==> config.mk <==
export PLATFORM = sky130hd
export DESIGN_NAME = debounce_multi
export DESIGN_NICKNAME = d
export VERILOG_FILES = /design/src/rtl/debounce_pkg.sv /design/src/rtl/debounce_chan.sv /design/src/rtl/debounce_multi.sv
export SDC_FILE = /design/constraint.sdc
export NUM_CORES = 1
export LEC_CHECK = 0
export ABC_CLOCK_PERIOD_IN_PS = 2900
export CAP_MARGIN = 20
export CORE_MARGIN = 2
export CORE_UTILIZATION = 63
export DETAILED_ROUTE_END_ITERATION = 8
export PLACE_DENSITY = 0.82
export SKIP_CTS_REPAIR_TIMING = 1
export SLEW_MARGIN = 0
export SYNTH_ARGS = -nofsm -noshare
export SYNTH_HDL_FRONTEND = slang
export SYNTH_HIERARCHICAL = 1
export SYNTH_SLANG_ARGS = --single-unit
export TNS_END_PERCENT = 10
==> constraint.sdc <==
create_clock -name clk_in -period 2.9 [get_ports clk_in]
set_input_delay 0.58 -clock clk_in [delete_from_list [all_inputs] [get_ports clk_in]]
set_output_delay 0.58 -clock clk_in [all_outputs]
set_load 0.02 [all_outputs]
==> src/rtl/debounce_pkg.sv <==
// Shared constants, repeat FSM state type and counter width helper for the
// push-button debouncer.
package debounce_pkg;

  localparam int unsigned CLK_HZ      = 50_000_000;
  localparam int unsigned DEBOUNCE_MS = 10;

  localparam int unsigned DEF_STABLE_CYCLES = CLK_HZ / 1000 * DEBOUNCE_MS;
  localparam int unsigned DEF_REPEAT_DELAY  = CLK_HZ / 2;
  localparam int unsigned DEF_REPEAT_PERIOD = CLK_HZ / 10;

  typedef enum logic [1:0] {
    IDLE,
    DELAY,
    REPEAT
  } rpt_state_t;

  // Counter width able to hold 0..n-1, never narrower than one bit.
  function automatic int unsigned cnt_width(input int unsigned n);
    return (n > 1) ? $clog2(n) : 1;
  endfunction

endpackage

==> src/rtl/debounce_chan.sv <==
// One debouncer channel: 2-flop synchroniser, stable-count filter and
// auto-repeat FSM. Input is already polarity-corrected (1 = pressed).
module debounce_chan
  import debounce_pkg::*;
#(
  parameter int unsigned STABLE_CYCLES = DEF_STABLE_CYCLES,
  parameter int unsigned REPEAT_DELAY  = DEF_REPEAT_DELAY,
  parameter int unsigned REPEAT_PERIOD = DEF_REPEAT_PERIOD
) (
  input  logic clk_in,
  input  logic rst_n,
  input  logic din,
  input  logic repeat_en,
  output logic pb_out,
  output logic press,
  output logic pb_release,
  output logic rpt,
  output logic press_next
);

  localparam int unsigned RMAX   = (REPEAT_DELAY > REPEAT_PERIOD) ? REPEAT_DELAY : REPEAT_PERIOD;
  localparam int unsigned CNT_W  = cnt_width(STABLE_CYCLES);
  localparam int unsigned RCNT_W = cnt_width(RMAX);

  logic              s1_q, s2_q;
  logic              level_q, level_d;
  logic [CNT_W-1:0]  cnt_q, cnt_d;
  logic [RCNT_W-1:0] rcnt_q, rcnt_d;
  rpt_state_t        state_q, state_d;
  logic              press_q, rel_q, rpt_q, rpt_d;
  logic              rise, fall;

  always_comb begin
    level_d = level_q;
    cnt_d   = cnt_q;
    rise    = 1'b0;
    fall    = 1'b0;
    if (s2_q == level_q) begin
      cnt_d = '0;
    end else if (cnt_q == CNT_W'(STABLE_CYCLES - 1)) begin
      level_d = s2_q;
      cnt_d   = '0;
      rise    = s2_q;
      fall    = ~s2_q;
    end else begin
      cnt_d = cnt_q + CNT_W'(1);
    end
  end

  always_comb begin
    state_d = state_q;
    rcnt_d  = rcnt_q;
    rpt_d   = 1'b0;
    // Exit wins over a strobe that would fall on the same edge.
    if (fall || !repeat_en) begin
      state_d = IDLE;
      rcnt_d  = '0;
    end else begin
      unique case (state_q)
        IDLE: begin
          if (rise) begin
            state_d = DELAY;
            rcnt_d  = '0;
          end
        end
        DELAY: begin
          if (rcnt_q == RCNT_W'(REPEAT_DELAY - 1)) begin
            rpt_d   = 1'b1;
            state_d = REPEAT;
            rcnt_d  = '0;
          end else begin
            rcnt_d = rcnt_q + RCNT_W'(1);
          end
        end
        REPEAT: begin
          if (rcnt_q == RCNT_W'(REPEAT_PERIOD - 1)) begin
            rpt_d  = 1'b1;
            rcnt_d = '0;
          end else begin
            rcnt_d = rcnt_q + RCNT_W'(1);
          end
        end
        default: begin
          state_d = IDLE;
          rcnt_d  = '0;
        end
      endcase
    end
  end

  always_ff @(posedge clk_in) begin
    if (!rst_n) begin
      s1_q    <= 1'b0;
      s2_q    <= 1'b0;
      level_q <= 1'b0;
      cnt_q   <= '0;
      rcnt_q  <= '0;
      state_q <= IDLE;
      press_q <= 1'b0;
      rel_q   <= 1'b0;
      rpt_q   <= 1'b0;
    end else begin
      s1_q    <= din;
      s2_q    <= s1_q;
      level_q <= level_d;
      cnt_q   <= cnt_d;
      rcnt_q  <= rcnt_d;
      state_q <= state_d;
      press_q <= rise;
      rel_q   <= fall;
      rpt_q   <= rpt_d;
    end
  end

  assign pb_out     = level_q;
  assign press      = press_q;
  assign pb_release = rel_q;
  assign rpt        = rpt_q;
  assign press_next = rise;

endmodule

==> src/rtl/debounce_multi.sv <==
// N-channel push-button debouncer with per-channel polarity, press/release
// strobes, auto-repeat and a registered any-press flag.
module debounce_multi
  import debounce_pkg::*;
#(
  parameter int unsigned          N_CH          = 4,
  parameter int unsigned          STABLE_CYCLES = DEF_STABLE_CYCLES,
  parameter int unsigned          REPEAT_DELAY  = DEF_REPEAT_DELAY,
  parameter int unsigned          REPEAT_PERIOD = DEF_REPEAT_PERIOD,
  parameter logic [N_CH-1:0]      ACTIVE_LOW    = '0
) (
  input  logic            clk_in,
  input  logic            rst_n,
  input  logic [N_CH-1:0] pb,
  input  logic            repeat_en,
  output logic [N_CH-1:0] pb_out,
  output logic [N_CH-1:0] press,
  // Release strobe; 'release' itself is a reserved word.
  output logic [N_CH-1:0] pb_release,
  output logic [N_CH-1:0] rpt,
  output logic            any_press
);

  logic [N_CH-1:0] pb_logic;
  logic [N_CH-1:0] press_next;
  logic            any_press_q;

  assign pb_logic = pb ^ ACTIVE_LOW;

  for (genvar i = 0; i < N_CH; i++) begin : g_chan
    debounce_chan #(
      .STABLE_CYCLES(STABLE_CYCLES),
      .REPEAT_DELAY (REPEAT_DELAY),
      .REPEAT_PERIOD(REPEAT_PERIOD)
    ) u_chan (
      .clk_in    (clk_in),
      .rst_n     (rst_n),
      .din       (pb_logic[i]),
      .repeat_en (repeat_en),
      .pb_out    (pb_out[i]),
      .press     (press[i]),
      .pb_release(pb_release[i]),
      .rpt       (rpt[i]),
      .press_next(press_next[i])
    );
  end

  // Built from the pre-register press terms so it lines up with the press bits.
  always_ff @(posedge clk_in) begin
    if (!rst_n) begin
      any_press_q <= 1'b0;
    end else begin
      any_press_q <= |press_next;
    end
  end

  assign any_press = any_press_q;

endmodule
* Yosys cells after proc, flatten, opt, wreduce, memory -nomap -nowiden
Cells that the tools add are included.
Cells by class: reductions and logical operators 26, eq/ne operators 32, bitwise logic cells 13, muxes and demuxes 56, add/subtract/negate cells 8
Operators by type and width (number):
- two-way mux 25 bit | 12
- case mux 25 bit (3 select lines) | 4
- adder 25 x 1 -> 25 bit (second input constant) | 4
- == test 25 x 23 -> 1 bit (second input constant) | 4
- == test 25 bit (second input constant) | 4
- adder 19 x 1 -> 19 bit (second input constant) | 4
- == test 19 bit (second input constant) | 4
- two-way mux 1 bit | 24
- case mux 2 bit (3 select lines) | 4
- two-way mux 2 bit | 8
- != test 2 x 1 -> 1 bit (second input constant) | 8
- inverter 1 bit | 13
- AND reduction 3 bit | 4
- OR reduction 3 bit | 4
- == test 2 x 1 -> 1 bit (second input constant) | 4
- == test 2 bit (second input constant) | 4
- logical NOT 2 bit | 4
- case mux 1 bit (2 select lines) | 4
- AND reduction 2 bit | 4
- OR reduction 2 bit | 4
- == test 1 bit | 4
- logical OR 1 bit | 4
- OR reduction 4 bit | 1
- logical NOT 1 bit | 1
Storage, ports and cells: logic and storage cells 172, bits in registers 209, bits of input ports 7

* Longest topological paths before layout
word-level depth 5, depth in mapped cells 9

* Cells and area by module
The synthesis kept the hierarchy.
By module, submodules not included:
- debounce_chan at g_chan[0].u_chan ... | instances 3, cells an instance 331, area an instance 2720.1 um2
- debounce_chan at g_chan[3].u_chan | instances 1, cells an instance 318, area an instance 2697.6 um2
- debounce_multi | instances 1, cells an instance 2, area an instance 31.3 um2

* Least setup slack after synthesis
No wires, ideal clock.
path type register -> register, start point register g_chan[0].u_chan.cnt_q[0], end point register g_chan[0].u_chan.rcnt_q[12], buffers on the path 2, cell stages (with the launch flop) 10, data arrival time 2089 ps, setup time 125 ps, setup slack 686 ps, clock period less this slack 2214 ps, cell sequence dfxtp_1 -> ha_1 -> nand4_2 -> or3_1 -> buf_2 -> o31ai_4 -> nor2_2 -> buf_2 -> a32oi_1 -> o31ai_1
Between the ends: longest elaborated chain between the ends 5, elaborated cells on any way between the ends 8
Ends and longest elaborated chain:
- start, declared | line debounce_chan.sv:27 | logic [CNT_W-1:0] cnt_q, cnt_d;
- start signal, assigned | line debounce_chan.sv:106 | cnt_q <= cnt_d;
- == test 19 bit (*) | line debounce_chan.sv:40 | end else if (cnt_q == CNT_W'(STABLE_CYCLES - 1)) begin
- two-way mux 1 bit | line debounce_chan.sv:40
- two-way mux 1 bit | line debounce_chan.sv:38 | if (s2_q == level_q) begin
- logical OR 1 bit | line debounce_chan.sv:55 | if (fall || !repeat_en) begin
- OR reduction 2 bit (no line)
- end signal, assigned | line debounce_chan.sv:107 | rcnt_q <= rcnt_d;
- end, declared | line debounce_chan.sv:28 | logic [RCNT_W-1:0] rcnt_q, rcnt_d;
Mark *: on every way between the ends. The rest lies on a longest branch, timed or not. A chain may end at the register's enable or synchronous reset.

* Final worst setup path
start point register g_chan[0].u_chan.rcnt_q[0], end point register g_chan[0].u_chan.rcnt_q[11]
Between the ends: longest elaborated chain between the ends 3, elaborated cells on any way between the ends 6
Ends and longest elaborated chain:
- adder 25 x 1 -> 25 bit, or another cell as far along | line debounce_chan.sv:72, debounce_chan.sv:80
- two-way mux 25 bit (on tied branches) | line debounce_chan.sv:76, debounce_chan.sv:67
- case mux 25 bit (3 select lines) (*) | line debounce_chan.sv:59 | unique case (state_q)
Marks and branches as above.

==> results.txt <==
----------------------------------------------------
[Placed design]
  Routability congestion estimate ... 0.863
  Post-Place Cell Area ... 11400 sq um
  Final HPWL DP ... about 16 mm
  Number of buffer cells added on primary ports ... 23

[Layout]
  Proportion of layout cells with a drive suffix above 1 ... 9.14%
  Signed area change from the synthesized netlist to the final layout ... 12.0%
  Number of nets in the final layout ... 1373
  Post-route design area ... 12200 sq um
  Util after Layout ... roughly 70%
  Antenna fix cells ... 0

[Clocking]
  Later-pin clock latency in the skew report ... 0.51 ns
  Clock Tree Root ... clkbuf_16
  CTS Buf Count ... 23
  Post-CTS clock slew at the launch and capture registers of the worst setup and hold paths ... 0.06 ns
  Number of clock sinks ... 209
  Clock H-tree levels ... 1
  Maximum clock path buffer count ... 3
  TritonCTS clock tree ... done

[Logic synthesis]
  Cell count after synthesis ... between 1000 and 1500
  Yosys cell types ... 74
  Number of enable flip-flop cells after synthesis ... 0
  Average size of a mapped cell ... slightly above 8 sq um
  Fraction of registers with async set or reset after synthesis ... 0%
  Share of Yosys cell area claimed by the top area cell type ... 38.4%
  Post-synthesis sequential area ratio ... 38.4%
  Count of state elements after synthesis ... 209
  Most frequent cell after synthesis ... dfxtp_1
  Post-synthesis cell type with the largest combined area ... dfxtp_1
  List of most frequent post-synthesis cells ... dfxtp_1 (209), nor2_1 (149), nand2_1 (147)
  Leading register cell type out of synthesis ... dfxtp_1
  Synth warnings ... 6
  Cell area after synthesis ... 10900 sq um
  Net count of the mapped netlist ... 1344
  Top cells by area, synth ... dfxtp_1 (38%), nor2_1 (5.1%), nand2_1 (5.1%)

[Setup path]
  Critical Path End Type ... register
  Critical Setup Path Class ... register to register
  Worst r2r src ... g_chan[0].u_chan/rcnt_q[0]
  Worst endpoint required time ... 3.28 ns
  Arrival time at the worst endpoint ... ~3.1 ns
  R2R setup slack ... 0.19 ns
  Startpoint of the worst setup timing path ... g_chan[0].u_chan/rcnt_q[0]
  Critical path startpoint category ... register
  Worst-path maximum fanout ... 18
  Register-to-Register Path Depth ... 7
  Critical R2R Capture ... g_chan[0].u_chan/rcnt_q[11]

[Run]
  Count of max-cap constraint violations ... 0

[Min path]
  Hold Path Stages ... 1
  Hold Path Sink ... g_chan[3].u_chan/s2_q
  Class of the tightest hold or removal check ... register to register
  Min-Delay Startpoint ... g_chan[3].u_chan/s1_q

[Global route]
  Global-route wire length before repair ... 41.0 mm
  Antenna violations before repair ... 0
  Overflow left after global routing ... 0
  Total global-route track usage ... 26.1%
  Pin count of the biggest net entering global routing ... 24
  Vias in the first global route ... 9042

[Route]
  Drt first-iter violations ... 768
  Met3 routed wirelength ... 1.28 mm
  Met1 WL ... 10.9 mm
  Routed via count ... 9861
  Max Used Layer ... met4
  Final ANT Viol Nets ... 0
  Total routed wirelength ... 24.3 mm
  Residual DRC count ... 0
  Routed via count divided by cell count ... just over 6
  Routed wl met2 ... between 10 and 15 mm
  Routed len/inst ... roughly 15 um
  Router iterations before antenna repair ... 7

[Die]
  Number of ports placed on the die boundary ... 24
  Horizontal die dimension ... 135 um
  Vertical die dimension ... 135 um
  Die area ... ~18000 sq um
  Area of the core ... roughly 17000 sq um
  Number of core rows ... 48
  Initial core utilization ... 63.6%

[Pwr]
  Pwr dens ... 494 nW/um^2
  Worst VDD drop ... 0.522 mV
  Leakage power total ... between 3 and 4 nW
  Overall power after layout ... 6.02 mW

[STA]
  Final critical delay including setup and external delays ... 2.71 ns
  Endpoints failing hold ... 0
  Unrepaired setup endpoints after global routing ... yes
  Max Clk Rate ... 0.369 GHz
  Relative slew slack ... 35.6%
  Final clock skew ... 0.0143 ns
  Post-Route Setup TNS ... 0 ns
  Part of the cycle the worst path needs ... 93.3%
  Transition time at the pin with the least slew margin ... 0.966 ns
  Max-slew violation total from the final report ... 0
  Number of setup violations in the final report ... 0

[Run status]
  Result of the run ... finished clean

----------------------------------------------------
[sequential cells by signal, indices dropped and copies added, names as in the netlist]
name                      count
g_chan.u_chan/rcnt_q        100
g_chan.u_chan/cnt_q          76
g_chan.u_chan/state_q         8
g_chan.u_chan/pb_out          4
g_chan.u_chan/pb_release      4
g_chan.u_chan/press           4
g_chan.u_chan/rpt             4
g_chan.u_chan/s1_q            4
g_chan.u_chan/s2_q            4
any_press                     1
[layout make-up]
cell class                      count  area (sq um)
Multi-Input combinational cell   1007          6300
Fill cell                        1357          4920
Sequential cell                   209          4180
Clock buffer                       31           656
Timing Repair Buffer               54           463
Tap cell                          225           282
Inverter                           47           176
Clock inverter                      9           128
[routing by layer]
| metal | vias to the layer above | GRT usage (%) |
|---|---|---|
| met5 | - | 0 |
| met4 | 0 | 7.87 |
| met3 | 52 | 3.93 |
| li1 | 4908 | - |
| met2 | 263 | 44.8 |
| met1 | 4638 | 34.0 |
[worst max-delay path by stage]
stage | depth (start not counted) | slack [ns] | endpoint
finish | 7 | 0.19 | g_chan[0].u_chan/rcnt_q[11]
global route | 7 | -0.04 | g_chan[0].u_chan/rcnt_q[11]
CTS | 7 | 0.09 | g_chan[1].u_chan/rcnt_q[7]
detailed placement | 7 | 0.07 | g_chan[1].u_chan/rcnt_q[7]
global placement | 6 | 0.24 | g_chan[1].u_chan/rcnt_q[14]
floorplan | 9 | 0.69 | g_chan[0].u_chan/rcnt_q[12]
[kinds of logic after synthesis]
logic type                 Yosys count  synth area share [%]
DFF                                209                  38.4
xor gates and xnor gates            68                  5.47
adders and majority gates           24                  2.76
muxes                                3                 0.276
buffers and inverters               97                  4.03
AOI/OAI and AO/OA                  223                  15.7
and+or+nand+nor                    689                  33.3
[critical path, cell delays in order, from the launching register on]
cell	delay, ns
dfxtp_1	0.36
ha_1	0.24
nand3_1	0.15
or3_1	0.21
o41ai_2	0.12
a21boi_2	0.66
nand2_2	0.38
o311ai_0	0.46
[cell usage in the layout (no fill, tap or decap), types with 22 or more instances in the layout]
master / Yosys / layout
inv_1: 47 / 47
buf_4: 5 / 31
ha_1: 24 / 24
a31oi_1: 23 / 23
clkdlybuf4s50_1: 0 / 23
xor2_1: 45 / 45
o21ai_0: 37 / 37
xnor2_1: 23 / 23
nand3_1: 98 / 98
nand2_1: 147 / 147
clkbuf_16: 0 / 23
nand4_1: 76 / 76
dfxtp_1: 209 / 209
and3_1: 22 / 22
nor3_1: 35 / 35
nor2_1: 149 / 149
[metrics by stage]
stage	setup slack, ns	hold WS (ns)	instances
floorplan	0.686	0.412	1313
global placement	0.244	0.413	1542
detailed placement	0.0736	0.418	1542
CTS	0.0917	0.438	1582
global route	-0.0352	0.465	1582
finish	0.194	0.432	1582
[power by group]
| group | internal, mW | switching, mW |
|---|---|---|
| Clock | 1.85 | 1.17 |
| Sequential | 2.88 | 0.00346 |
| Combinational | 0.0421 | 0.0790 |
Power figures use the tool's default switching activity.
